File: src/rtl/stopwatch_pkg.sv
// Shared types and helpers for the BCD lap stopwatch: FSM state encoding,
// BCD digit constants and the load-value digit clamp.
package stopwatch_pkg;

  localparam int unsigned BCD_DIGIT_W = 4;
  localparam logic [BCD_DIGIT_W-1:0] BCD_MAX = 4'd9;

  typedef enum logic [1:0] {
    IDLE    = 2'd0,
    RUNNING = 2'd1,
    PAUSED  = 2'd2,
    EXPIRED = 2'd3
  } sw_state_e;

  // Non-decimal nibbles (A..F) saturate to 9
  function automatic logic [BCD_DIGIT_W-1:0] clamp_bcd_digit(
    input logic [BCD_DIGIT_W-1:0] d
  );
    return (d > BCD_MAX) ? BCD_MAX : d;
  endfunction

endpackage

File: src/rtl/bcd_digit_counter.sv
// One registered BCD digit (0..9) with load, count enable, direction and
// carry/borrow chaining to the next more significant digit.
module bcd_digit_counter
  import stopwatch_pkg::*;
(
  input  logic                   clk,
  input  logic                   sync_reset,
  input  logic                   en,
  input  logic                   down,
  input  logic                   load,
  input  logic [BCD_DIGIT_W-1:0] load_val,
  input  logic                   carry_in,
  output logic [BCD_DIGIT_W-1:0] digit,
  output logic                   carry_out
);

  logic at_limit_c;

  // Digit is about to roll over: 9->0 counting up, 0->9 counting down
  assign at_limit_c = down ? (digit == '0) : (digit == BCD_MAX);
  assign carry_out  = en && carry_in && at_limit_c;

  always_ff @(posedge clk) begin
    if (sync_reset) begin
      digit <= '0;
    end else if (load) begin
      digit <= load_val;
    end else if (en && carry_in) begin
      if (at_limit_c) begin
        digit <= down ? BCD_MAX : '0;
      end else if (down) begin
        digit <= digit - BCD_DIGIT_W'(1);
      end else begin
        digit <= digit + BCD_DIGIT_W'(1);
      end
    end
  end

endmodule

File: src/rtl/bcd_lap_stopwatch.sv
// BCD up/down stopwatch with prescaler, pause, countdown expiry and optional
// lap freeze (enabled by defining BCD_LAP_STOPWATCH_LAP_EN).
module bcd_lap_stopwatch
  import stopwatch_pkg::*;
#(
  parameter int unsigned NUM_DIGITS     = 4,
  parameter int unsigned TICKS_PER_UNIT = 50000000,
  parameter int unsigned PRESCALE_W     = 26
) (
  input  logic                              clk,
  input  logic                              sync_reset,
  input  logic                              start,
  input  logic                              continue_pause,
  input  logic                              lap,
  input  logic                              mode_down,
  input  logic [NUM_DIGITS*BCD_DIGIT_W-1:0] load_bcd,
  output logic [NUM_DIGITS*BCD_DIGIT_W-1:0] digits_bcd,
  output logic                              running,
  output logic                              lap_active,
  output logic                              expired,
  output logic                              overflow
);

  localparam int unsigned COUNT_W = NUM_DIGITS * BCD_DIGIT_W;
  localparam logic [PRESCALE_W-1:0] PRESC_LAST = PRESCALE_W'(TICKS_PER_UNIT - 1);

  sw_state_e             state_q;
  sw_state_e             state_d;
  logic                  mode_q;
  logic [PRESCALE_W-1:0] presc_q;
  logic                  running_q;
  logic                  expired_q;
  logic                  overflow_q;

  logic [COUNT_W-1:0]    count_c;
  logic [COUNT_W-1:0]    load_val_c;
  logic [NUM_DIGITS:0]   carry_c;
  logic                  advance_c;
  logic                  tick_c;
  logic                  load_zero_c;
  logic                  hit_zero_c;
  logic                  wrap_c;

  // Up mode starts from zero; down mode loads the clamped preset
  for (genvar g = 0; g < NUM_DIGITS; g++) begin : g_load
    assign load_val_c[g*BCD_DIGIT_W +: BCD_DIGIT_W] =
      mode_down ? clamp_bcd_digit(load_bcd[g*BCD_DIGIT_W +: BCD_DIGIT_W]) : '0;
  end

  assign load_zero_c = mode_down && (load_val_c == '0);
  assign tick_c      = advance_c && (presc_q == PRESC_LAST);
  // 0..01 in BCD is numerically 1, so the decrement that lands on zero is easy to spot
  assign hit_zero_c  = mode_q && tick_c && (count_c == COUNT_W'(1));
  assign wrap_c      = !mode_q && carry_c[NUM_DIGITS];

  // State register
  always_ff @(posedge clk) begin
    if (sync_reset) begin
      state_q <= IDLE;
    end else begin
      state_q <= state_d;
    end
  end

  // Next-state logic; start overrides everything, then pause/resume
  always_comb begin
    state_d = state_q;
    if (start) begin
      state_d = load_zero_c ? EXPIRED : RUNNING;
    end else begin
      case (state_q)
        RUNNING: begin
          if (continue_pause) begin
            state_d = PAUSED;
          end else if (hit_zero_c) begin
            state_d = EXPIRED;
          end
        end
        PAUSED: begin
          if (continue_pause) begin
            state_d = RUNNING;
          end
        end
        default: state_d = state_q;
      endcase
    end
  end

  // Datapath control: time only advances while staying in RUNNING
  always_comb begin
    advance_c = 1'b0;
    if (!start && (state_q == RUNNING) && !continue_pause) begin
      advance_c = 1'b1;
    end
  end

  assign carry_c[0] = tick_c;

  for (genvar g = 0; g < NUM_DIGITS; g++) begin : g_digit
    bcd_digit_counter u_digit (
      .clk        (clk),
      .sync_reset (sync_reset),
      .en         (advance_c),
      .down       (mode_q),
      .load       (start),
      .load_val   (load_val_c[g*BCD_DIGIT_W +: BCD_DIGIT_W]),
      .carry_in   (carry_c[g]),
      .digit      (count_c[g*BCD_DIGIT_W +: BCD_DIGIT_W]),
      .carry_out  (carry_c[g+1])
    );
  end

  // Prescaler, mode and sticky status flags
  always_ff @(posedge clk) begin
    if (sync_reset) begin
      mode_q     <= 1'b0;
      presc_q    <= '0;
      running_q  <= 1'b0;
      expired_q  <= 1'b0;
      overflow_q <= 1'b0;
    end else begin
      running_q <= (state_d == RUNNING);
      if (start) begin
        mode_q     <= mode_down;
        presc_q    <= '0;
        expired_q  <= load_zero_c;
        overflow_q <= 1'b0;
      end else begin
        if (advance_c) begin
          presc_q <= tick_c ? '0 : presc_q + PRESCALE_W'(1);
        end
        if (hit_zero_c) begin
          expired_q <= 1'b1;
        end
        if (wrap_c) begin
          overflow_q <= 1'b1;
        end
      end
    end
  end

  assign running  = running_q;
  assign expired  = expired_q;
  assign overflow = overflow_q;

`ifdef BCD_LAP_STOPWATCH_LAP_EN
  logic [COUNT_W-1:0] snap_q;
  logic               lap_q;
  logic               do_lap_c;

  assign do_lap_c = lap && !start && !continue_pause &&
                    ((state_q == RUNNING) || (state_q == PAUSED));

  // Lap toggles the freeze; restart or expiry releases it
  always_ff @(posedge clk) begin
    if (sync_reset) begin
      lap_q  <= 1'b0;
      snap_q <= '0;
    end else if (start || hit_zero_c) begin
      lap_q <= 1'b0;
    end else if (do_lap_c) begin
      lap_q <= !lap_q;
      if (!lap_q) begin
        snap_q <= count_c;
      end
    end
  end

  assign lap_active = lap_q;
  assign digits_bcd = lap_q ? snap_q : count_c;
`else
  logic lap_unused;

  assign lap_unused = lap;
  assign lap_active = 1'b0;
  assign digits_bcd = count_c;
`endif

endmodule

File: config.mk
export PLATFORM = sky130hd
export DESIGN_NAME = bcd_lap_stopwatch
export DESIGN_NICKNAME = d
export VERILOG_FILES = /design/src/rtl/stopwatch_pkg.sv /design/src/rtl/bcd_digit_counter.sv /design/src/rtl/bcd_lap_stopwatch.sv
export SDC_FILE = /design/constraint.sdc
export NUM_CORES = 1
export LEC_CHECK = 0
export CORE_MARGIN = 2
export CORE_UTILIZATION = 40
export DETAILED_ROUTE_END_ITERATION = 12
export HOLD_SLACK_MARGIN = 0.05
export PLACE_DENSITY = 0.72
export SLEW_MARGIN = 20
export SYNTH_ARGS = -nofsm -noshare
export SYNTH_HDL_FRONTEND = slang
export SYNTH_SLANG_ARGS = --single-unit
export TNS_END_PERCENT = 10
File: constraint.sdc
create_clock -name clk -period 2.6 [get_ports clk]
set_input_delay 0.52 -clock clk [delete_from_list [all_inputs] [get_ports clk]]
set_output_delay 0.52 -clock clk [all_outputs]
set_load 0.1 [all_outputs]
==> load_flow_metrics.sql, run 1 <==
INSERT INTO impl_metrics (metric_group, metric, value, unit) VALUES
('clock_network', 'cts_root_buf', 'clkbuf_8', ''),
('hold_path', 'hold_path_class', 'reg -> reg', ''),
('clock_network', 'ctsResizeCount', '0', ''),
('synth', 'postSynth.topFlopCell', 'dfxtp_1', ''),
('global_route', 'grt_overflow', '0', ''),
('cells_and_area', 'post_route_cells_drive_above_1_share', '14.19', '%'),
('sta', 'max_freq', '426.9', 'MHz'),
('placement', 'dpl.hpwl', '6326', 'um'),
('sta', 'setup_ws', '0.2576', 'ns'),
('placement', 'io_port_bufs', '39', ''),
('global_route', 'pin_count_of_the_biggest_net_entering_global_routing', '28', ''),
('drt', 'first_pass_iteration_count_of_the_detailed_router', '4', ''),
('setup_path', 'crit_path_cell_trace', 'clkdlybuf4s50_1 -> or3b_4 -> nor4_4 -> buf_4 -> nand3_1 -> or3b_1 -> a31oi_1', ''),
('synth', 'netlist.area_leader.share', '30.22', '%'),
('setup_path', 'worstPathArrival', '2.58', 'ns'),
('synth', 'syn_avg_cell_area', '8.049', 'um^2'),
('clock_network', 'cts_hold_buf', '0', ''),
('cells_and_area', 'flow.area_growth_from_synthesis', '22.94', '%'),
('synth', 'yosysTopAreaCell', 'dfxtp_1', ''),
('synth', 'synthMostInstantiatedCell', 'dfxtp_1', ''),
('sta', 'tightest_slew', '0.5585', 'ns'),
('global_route', 'antenna_found_initial', '0', ''),
('synth', 'postSynthRegisterBits', '48', ''),
('setup_path', 'cpMaxStageDelayCell', 'or3b_4', ''),
('drt', 'drt-wirelength-per-cell', '15.05', 'um'),
('clock_network', 'clock_latency', '0.31', 'ns'),
('pwr', 'maximum_vdd_ir_drop', '0.2729', 'mV'),
('sta', 'final-max-slew-violation-count', '0', ''),
('die', 'die_height', '93.15', 'um'),
('cells_and_area', 'final_nets', '487', ''),
('drt', 'route.final.wire_length', '8323', 'um'),
('clock_network', 'tritoncts_clock_tree', 'yes', ''),
('setup_path', 'nature_of_the_critical_path_startpoint', 'input pin', ''),
('drt', 'route.detailed.vias_per_inst', '5.542', ''),
('die', 'placementRows', '32', ''),
('placement', 'dp_worst_setup_slack', '-0.05412', 'ns'),
('pwr', 'p_leak', '0.001464', 'uW'),
('setup_path', 'path_class', 'in -> reg', ''),
('sta', 'report.final.setup_viol', '0', ''),
('setup_path', 'critical_path.top_delay_family', 'simple AND/OR/NAND/NOR gates', ''),
('clock_network', 'clock_sinks', '48', ''),
('sta', 'part_of_the_cycle_the_worst_path_needs', '90.09', '%'),
('placement', 'dp_area', '3771', 'um^2'),
('global_route', 'grt_pass1_vias', '2956', ''),
('synth', 'gate_count_post_synth', '395', ''),
('cells_and_area', 'final_core_utilization', '50.58', '%'),
('clock_network', 'worst_setup_hold_path_clk_slew', '0.09', 'ns'),
('synth', 'synth-seq-area-share', '30.22', '%'),
('clock_network', 'numCtsBuffers', '5', ''),
('synth', 'synth_area', '3179', 'um^2'),
('synth', 'synth_fp_nets', '432', ''),
('setup_path', 'crit_path_max_fanout', '4', ''),
('sta', 'unrepaired_setup_endpoints_after_global_routing', 'false', ''),
('setup_path', 'critPathCaptureType', 'flip-flop', ''),
('sta', 'fin_worst_skew', '0.01521', 'ns'),
('cells_and_area', 'antenna_cells', '0', ''),
('setup_path', 'critical_path.max_stage_delay', '0.44', 'ns'),
('clock_network', 'post-cts-setup-buffers', '0', ''),
('sta', 'slew_headroom', '62.43', '%'),
('job', 'maxCapViolations', '0', ''),
('synth', 'yosysUniqueCellTypes', '63', ''),
('sta', 'period_minus_slack', '2.342', 'ns'),
('die', 'dieArea', '8677', 'um^2'),
('setup_path', 'worst-endpoint-required', '2.83', 'ns'),
('pwr', 'power_density', '466.7', 'nW/um^2'),
('outcome', 'status', 'finished clean', ''),
('drt', 'drc_errors', '0', ''),
('global_route', 'global_route_usage_over_all_layers', '20.21', '%'),
('die', 'initial_cell_density_of_the_core', '41.14', '%'),
('synth', 'yosysWarnings', '0', ''),
('synth', 'number_of_synthesized_flops_with_an_enable_pin', '0', '');
cells by family (layout without fill, tap and decap cells):
group	Yosys count	after routing	synth area share [%]
simple gates	174	174	29.91
compound gates	83	83	18.10
flops	48	48	30.22
buf+inv	41	97	5.549
xor+xnor	30	30	8.265
fa+ha+maj	15	15	6.848
mux	3	3	0.9839
other cells	1	1	0.1180
through the flow:
step / power [uW] / cells / hold WS [ns]
after floorplan: 1055 / 395 / 0.4442
after global placement: 1166 / 545 / 0.4578
after detailed placement: 1173 / 545 / 0.4662
after CTS: 1835 / 553 / 0.4803
after global routing: 1898 / 553 / 0.4962
final: 1824 / 553 / 0.4793
area by class of cell:
class,count,area (um^2)
clock buffer,5,68.82
multi-input combinational,306,2042
inverter,24,90.09
sequential,48,960.9
fill,748,3819
clock inverter,3,68.82
timing repair buffer,65,550.5
tap,102,127.6
path summary, 6_finish.rpt:
| check | cells after the start | end | startpoint | slack, ns |
|---|---|---|---|---|
| max | 7 | g_digit[1].u_digit.digit[1]$_SDFFE_PP0P_ | start | 0.26 |
| min | 2 | presc_q[1]$_SDFFE_PP0P_ | presc_q[1]$_SDFFE_PP0P_ | 0.48 |
| max reg2reg | 5 | g_digit[1].u_digit.digit[1]$_SDFFE_PP0P_ | mode_q$_SDFFE_PP0P_ | 0.26 |
| min reg2reg | 2 | presc_q[1]$_SDFFE_PP0P_ | presc_q[1]$_SDFFE_PP0P_ | 0.48 |
power breakdown:
part	switching (uW)	total (uW)	internal (uW)
combinational	245	376	131
clock	280	667	388
sequential	27.9	781	753
total	553	1820	1270
placed cells by master (no fill, tap or decap), types with 3 or more instances in the layout:
master	netlist	layout
dfxtp_1	48	48
buf_4	1	44
nor2_1	38	38
nand2_1	33	33
inv_1	24	24
a21oi_1	23	23
xnor2_1	21	21
clkdlybuf4s50_1	0	20
nor3_1	18	18
nand3_1	17	17
ha_1	11	11
nor4_1	10	10
o21ai_0	10	10
and3_1	10	10
nand4_1	9	9
xor2_1	9	9
and4_1	6	6
or3b_2	5	5
o21a_1	5	5
nand3b_1	5	5
a211oi_1	5	5
clkbuf_8	0	5
nor4b_1	4	4
o32ai_1	4	4
a31oi_1	4	4
fa_1	4	4
nand2b_1	3	3
a21boi_0	3	3
a211o_1	3	3
or3_1	3	3
a21o_1	3	3
o211ai_1	3	3
routing by layer:
| metal | part of all wire, % | GRT usage [%] | wire [um] |
|---|---|---|---|
| met4 | 1.5 | 5.515 | 124 |
| met5 | 0 | 0 | 0 |
| met3 | 5.0 | 3.223 | 412 |
| met1 | 48 | 28.57 | 3966 |
| met2 | 46 | 32.00 | 3819 |
tightest hold or removal path, cell delays in order, from the launching register on:
cell     delay, ns
dfxtp_1       0.33
nand2_1       0.06
a21oi_1       0.05
sequential cells by signal (all words and copies together) (netlist names):
| name | flops |
|---|---|
| running | 1 |
| overflow | 1 |
| g_digit.u_digit.digit | 16 |
| expired | 1 |
| state_q | 2 |
| presc_q | 26 |
| mode_q | 1 |
(Power assumes the default switching activity.)
==> inputs of run 2 (changes only) <==
Settings changed: CORE_ASPECT_RATIO set to 1.5.
==> load_flow_metrics.sql, run 2 (same netlist as run 1, synthesis figures left out) <==
INSERT INTO impl_metrics (metric_group, metric, value, unit) VALUES
('outcome', 'status', 'finished clean', ''),
('drt', 'first_iter_violations', '163', ''),
('setup_path', 'worstPathArrival', '2.60', 'ns'),
('cells_and_area', 'post_route_cells_drive_above_1_share', '13.59', '%'),
('pwr', 'total_power', '1910', 'uW'),
('global_route', 'pin_count_of_the_biggest_net_entering_global_routing', '28', ''),
('cells_and_area', 'final_core_utilization', '51.17', '%'),
('die', 'initial_cell_density_of_the_core', '41.50', '%'),
('hold_path', 'whs_endpoint', 'presc_q[1]$_SDFFE_PP0P_', ''),
('cells_and_area', 'antenna_cells', '0', ''),
('setup_path', 'path_class', 'in -> reg', ''),
('setup_path', 'ff2ff_path_depth', '8', ''),
('setup_path', 'timing.critical_path.buf_inv', '2', ''),
('sta', 'slew_headroom', '65.73', '%'),
('setup_path', 'worst-endpoint-required', '2.79', 'ns'),
('sta', 'report.final.setup_viol', '0', ''),
('global_route', 'grt_pass1_wl', '14230', 'um'),
('clock_network', 'post-cts-setup-buffers', '0', ''),
('placement', 'gp_congestion', '0.8977', ''),
('sta', 'max_freq', '415.9', 'MHz'),
('setup_path', 'critical_path.max_stage_delay', '0.48', 'ns'),
('cells_and_area', 'max_ffs_per_register', '26', ''),
('drt', 'drt-wirelength-per-cell', '15.97', 'um'),
('placement', 'dpl.hpwl', '6734', 'um'),
('hold_path', 'hold_path_class', 'reg -> reg', ''),
('die', 'die_height', '113.2', 'um'),
('global_route', 'global_route_usage_over_all_layers', '20.36', '%'),
('cells_and_area', 'flow.area_growth_from_synthesis', '23.30', '%'),
('job', 'maxCapViolations', '0', ''),
('clock_network', 'cts_hold_buf', '0', ''),
('clock_network', 'clock_tree.htree_level_count', '2', ''),
('placement', 'io_port_bufs', '39', ''),
('cells_and_area', 'fill_cells', '763', ''),
('sta', 'final-hold-violation-count', '0', ''),
('clock_network', 'worst_setup_hold_path_clk_slew', '0.07', 'ns'),
('die', 'io_pins', '42', ''),
('global_route', 'grt_overflow', '0', ''),
('setup_path', 'r2r_end', 'g_digit[3].u_digit.digit[0]$_SDFFE_PP0P_', ''),
('die', 'dieArea', '8692', 'um^2'),
('setup_path', 'r2r_slack', '0.28', 'ns'),
('drt', 'route.detailed.vias_per_inst', '5.773', ''),
('placement', 'dp.cells', '543', ''),
('global_route', 'antenna_found_initial', '0', ''),
('drt', 'route.antenna.remaining_nets', '0', ''),
('pwr', 'p_leak', '0.001467', 'uW'),
('sta', 'period_minus_slack', '2.404', 'ns'),
('sta', 'tightest_slew', '0.5125', 'ns'),
('die', 'placementRows', '39', ''),
('cells_and_area', 'layout.cells.most_common_list', '48 x dfxtp_1, 42 x buf_4, 38 x nor2_1', ''),
('global_route', 'grt_pass1_vias', '2989', ''),
('drt', 'first_pass_iteration_count_of_the_detailed_router', '4', ''),
('die', 'coreArea', '7661', 'um^2'),
('sta', 'part_of_the_cycle_the_worst_path_needs', '92.47', '%'),
('clock_network', 'numCtsBuffers', '5', ''),
('cells_and_area', 'registers.top_by_ff_count', 'presc_q', ''),
('hold_path', 'hp-start', 'presc_q[1]$_SDFFE_PP0P_', ''),
('drt', 'route.final.wire_length', '8797', 'um'),
('cells_and_area', 'final_common_cell', 'dfxtp_1', ''),
('setup_path', 'critPathCaptureType', 'flip-flop', ''),
('sta', 'fin_worst_skew', '0.01096', 'ns'),
('setup_path', 'critical_path.top_delay_family', 'simple AND/OR/NAND/NOR gates', ''),
('clock_network', 'cts_root_buf', 'clkbuf_16', ''),
('drt', 'routed-via-count', '3181', ''),
('pwr', 'power_density', '487.2', 'nW/um^2'),
('drt', 'drc_errors', '0', ''),
('clock_network', 'clock_sinks', '48', ''),
('cells_and_area', 'final_nets', '485', ''),
('clock_network', 'ctsResizeCount', '0', ''),
('setup_path', 'regToRegStartpoint', 'state_q[1]$_SDFF_PP0_', ''),
('die', 'dieWidth', '76.80', 'um'),
('hold_path', 'min_delay_path_depth', '2', ''),
('cells_and_area', 'reg.largest.list', 'presc_q (26), g_digit.u_digit.digit (16), state_q (2)', ''),
('clock_network', 'clock_latency', '0.30', 'ns'),
('setup_path', 'crit_path_cell_trace', 'clkdlybuf4s50_1 -> or3b_4 -> nor4_4 -> buf_4 -> and4_1 -> a21oi_2 -> o311a_1', ''),
('sta', 'final-max-slew-violation-count', '0', ''),
('sta', 'unrepaired_setup_endpoints_after_global_routing', 'false', ''),
('cells_and_area', 'stdcell_count', '551', ''),
('clock_network', 'cts.path.max_buffers', '2', ''),
('pwr', 'maximum_vdd_ir_drop', '0.3922', 'mV'),
('setup_path', 'crit_path_max_fanout', '6', ''),
('setup_path', 'nature_of_the_critical_path_startpoint', 'input pin', ''),
('clock_network', 'tritoncts_clock_tree', 'yes', ''),
('setup_path', 'cpMaxStageDelayCell', 'clkdlybuf4s50_1', '');
run 2: final cells by class:
type                       instances  area [um^2]  share of cell area (%)
multi-input combinational        306         2042                   52.09
clock inverter                     2        35.03                  0.8937
tap                              102        127.6                   3.256
sequential                        48        960.9                   24.51
clock buffer                       6        128.9                   3.288
timing repair buffer              63        535.5                   13.66
inverter                          24        90.09                   2.298
run 2: where the power goes:
| part | total, uW | switching, uW | internal (uW) | leakage, uW |
|---|---|---|---|---|
| combinational | 380 | 248 | 131 | 0.000996 |
| sequential | 782 | 28.4 | 753 | 0.000390 |
| clock | 748 | 295 | 453 | 0.0000808 |
run 2: stage by stage:
stage,hold slack (ns),worst slack (ns),area (um^2),setup TNS [ns]
after floorplan,0.4442,0.09958,3179,0
after global placement,0.4574,-0.08469,3756,-0.3726
after detailed placement,0.4725,-0.09711,3756,-1.346
after CTS,0.4822,0.2055,3920,0
after global routing,0.4933,0.1172,3920,0
final,0.4785,0.1957,3920,0
run 2: per-layer routing:
layer,part of all wire [%],up-vias,track usage [%]
met4,3.9,0,11.15
met2,53,73,37.54
met5,0,-,0
met3,3.4,22,3.030
met1,40,1541,22.05
li1,-,1545,-
run 2: worst register-to-register path: cells and delay by family (launching register included):
kind | cells | cell delay (ns)
DFF | 1 | 0.33
adders and majority gates | 1 | 0.23
and+or+nand+nor | 3 | 1.00
buffers and inverters | 2 | 0.27
AOI/OAI and AO/OA | 2 | 0.40
run 2: how the worst max path moves through the flow:
| stage | from | end | slack (ns) | cells after the start |
|---|---|---|---|---|
| 2_1_floorplan | g_digit[2].u_digit.digit[2]$_SDFFE_PP0P_ | g_digit[2].u_digit.digit[3]$_SDFFE_PP0P_ | 0.1 | 6 |
| 3_3_place_gp | start | g_digit[3].u_digit.digit[0]$_SDFFE_PP0P_ | -0.08 | 7 |
| 3_5_place_dp | start | g_digit[3].u_digit.digit[0]$_SDFFE_PP0P_ | -0.1 | 7 |
| 4_1_cts | start | g_digit[3].u_digit.digit[0]$_SDFFE_PP0P_ | 0.21 | 7 |
| 5_1_grt | start | running$_SDFF_PP0_ | 0.12 | 8 |
| 6_report | start | g_digit[3].u_digit.digit[0]$_SDFFE_PP0P_ | 0.20 | 7 |
==> inputs of run 3 (changes only) <==
Settings changed: DONT_BUFFER_PORTS set to 1, PLACE_DENSITY 0.72 to 0.65.
==> load_flow_metrics.sql, run 3 (same netlist as run 1, synthesis figures left out) <==
INSERT INTO impl_metrics (metric_group, metric, value, unit) VALUES
('drt', 'drt-wirelength-per-cell', '16.71', 'um'),
('global_route', 'pin_count_of_the_biggest_net_entering_global_routing', '29', ''),
('drt', 'first_pass_iteration_count_of_the_detailed_router', '4', ''),
('global_route', 'grt_pass1_wl', '14460', 'um'),
('cells_and_area', 'register_area', '960.9', 'um^2'),
('sta', 'whs', '0.2873', 'ns'),
('pwr', 'p_leak', '0.001310', 'uW'),
('clock_network', 'clock_latency', '0.29', 'ns'),
('sta', 'final-max-slew-violation-count', '0', ''),
('die', 'placementRows', '39', ''),
('setup_path', 'worstPathArrival', '2.61', 'ns'),
('setup_path', 'nature_of_the_critical_path_startpoint', 'flip-flop', ''),
('die', 'die_height', '113.2', 'um'),
('cells_and_area', 'layout.cells.most_common_list', '48 x dfxtp_1, 38 x nor2_1, 33 x nand2_1', ''),
('cells_and_area', 'antenna_cells', '0', ''),
('outcome', 'status', 'finished clean', ''),
('job', 'maxCapViolations', '0', ''),
('die', 'io_pins', '42', ''),
('sta', 'setup_ws', '0.1784', 'ns'),
('die', 'dieWidth', '76.80', 'um'),
('cells_and_area', 'registers.top_by_ff_count', 'presc_q', ''),
('sta', 'max_freq', '413.0', 'MHz'),
('die', 'dieArea', '8692', 'um^2'),
('sta', 'report.final.setup_viol', '0', ''),
('clock_network', 'post-cts-setup-buffers', '0', ''),
('setup_path', 'worst-endpoint-required', '2.79', 'ns'),
('placement', 'dpl.hpwl', '6586', 'um'),
('drt', 'route.antenna.remaining_nets', '0', ''),
('cells_and_area', 'multiInputGateArea', '2043', 'um^2'),
('sta', 'period_minus_slack', '2.422', 'ns'),
('placement', 'gp_congestion', '0.8380', ''),
('clock_network', 'tritoncts_clock_tree', 'yes', ''),
('cells_and_area', 'final_common_cell', 'dfxtp_1', ''),
('drt', 'drc_errors', '0', ''),
('cells_and_area', 'final_nets', '450', ''),
('setup_path', 'path_class', 'reg -> reg', ''),
('cells_and_area', 'post_route_cells_drive_above_1_share', '11.59', '%'),
('clock_network', 'worst_setup_hold_path_clk_slew', '0.07', 'ns'),
('die', 'coreArea', '7661', 'um^2'),
('clock_network', 'cts.path.max_buffers', '2', ''),
('setup_path', 'critPathCaptureType', 'flip-flop', ''),
('sta', 'setup_total_negative_slack', '0', 'ns'),
('clock_network', 'numCtsBuffers', '5', ''),
('placement', 'io_port_bufs', '0', ''),
('placement', 'dp_worst_setup_slack', '0.1644', 'ns'),
('die', 'initial_cell_density_of_the_core', '41.50', '%'),
('sta', 'part_of_the_cycle_the_worst_path_needs', '93.14', '%'),
('cells_and_area', 'max_ffs_per_register', '26', ''),
('global_route', 'grt_overflow', '0', ''),
('drt', 'first_iter_violations', '110', ''),
('clock_network', 'clock_tree.htree_level_count', '2', ''),
('cells_and_area', 'final_core_utilization', '46.84', '%'),
('drt', 'routed-via-count', '3008', ''),
('clock_network', 'cts_root_buf', 'clkbuf_16', ''),
('global_route', 'antenna_found_initial', '0', ''),
('global_route', 'global_route_usage_over_all_layers', '20.51', '%'),
('sta', 'fin_worst_skew', '0.009601', 'ns'),
('drt', 'route.final.wire_length', '8623', 'um'),
('sta', 'unrepaired_setup_endpoints_after_global_routing', 'false', ''),
('pwr', 'power_density', '487.1', 'nW/um^2'),
('sta', 'slew_headroom', '58.65', '%'),
('cells_and_area', 'fill_cells', '788', ''),
('clock_network', 'clock_sinks', '48', ''),
('hold_path', 'hold_path_class', 'in -> reg', ''),
('sta', 'tightest_slew', '0.6179', 'ns'),
('sta', 'final-hold-violation-count', '0', ''),
('setup_path', 'crit_path_max_fanout', '7', ''),
('pwr', 'maximum_vdd_ir_drop', '0.3014', 'mV'),
('setup_path', 'r2r_slack', '0.18', 'ns'),
('cells_and_area', 'flow.area_growth_from_synthesis', '12.87', '%'),
('cells_and_area', 'reg.largest.list', 'presc_q (26), g_digit.u_digit.digit (16), state_q (2)', ''),
('drt', 'route.detailed.vias_per_inst', '5.829', ''),
('global_route', 'grt_pass1_vias', '2962', '');
## run 3: power breakdown
group	switching [uW]	internal, uW
sequential	20.0	753
clock	290	355
combinational	229	100
total	539	1210
## run 3: metrics by stage
step | power, uW | area [um^2] | instances
after floorplan | 1055 | 3179 | 395
after global placement | 1110 | 3443 | 508
after detailed placement | 1117 | 3443 | 508
after CTS | 1760 | 3587 | 516
after global routing | 1815 | 3588 | 516
final | 1748 | 3588 | 516
## run 3: final cells by class
type	count	share of cell area (%)
clock buffers	5	3.487
clock inverters	3	0.5230
inverters	24	2.510
multi-input cells	306	56.94
flip-flops and latches	48	26.78
well taps	102	3.556
repair buffers	28	6.206
## run 3: repair_timing
item,in CTS,in global routing
gates resized for setup,0,1
hold buffers,0,0
endpoints found under the setup margin,0,2
endpoints found under the hold margin,0,0
## run 3: layer usage
metal	vias to the layer above	global-route usage [%]	part of all wire, %	wire length, um
li1	1474	-	-	-
met1	1429	22.55	40	3422
met2	83	36.67	51	4378
met3	22	5.104	5.6	479
met4	0	9.697	4.0	343
met5	-	0	0	0
## run 3: worst max-delay path, cell delays in order, from the launching register on
cell and delay [ns]:
dfxtp_1 0.33, inv_1 0.09, ha_1 0.24, or3b_4 0.45, nor4_4 0.39, and4_2 0.41, a21oi_2 0.07, o311a_1 0.33
## run 3: worst paths after layout
| path | from | endpoint | cells past startpoint |
|---|---|---|---|
| worst max-delay path | state_q[1]$_SDFF_PP0_ | g_digit[3].u_digit.digit[0]$_SDFFE_PP0P_ | 7 |
| worst max register to register | state_q[1]$_SDFF_PP0_ | g_digit[3].u_digit.digit[0]$_SDFFE_PP0P_ | 7 |
| worst min-delay path | sync_reset | g_digit[3].u_digit.digit[2]$_SDFFE_PP0P_ | 1 |
| worst min register to register | presc_q[1]$_SDFFE_PP0P_ | presc_q[1]$_SDFFE_PP0P_ | 2 |
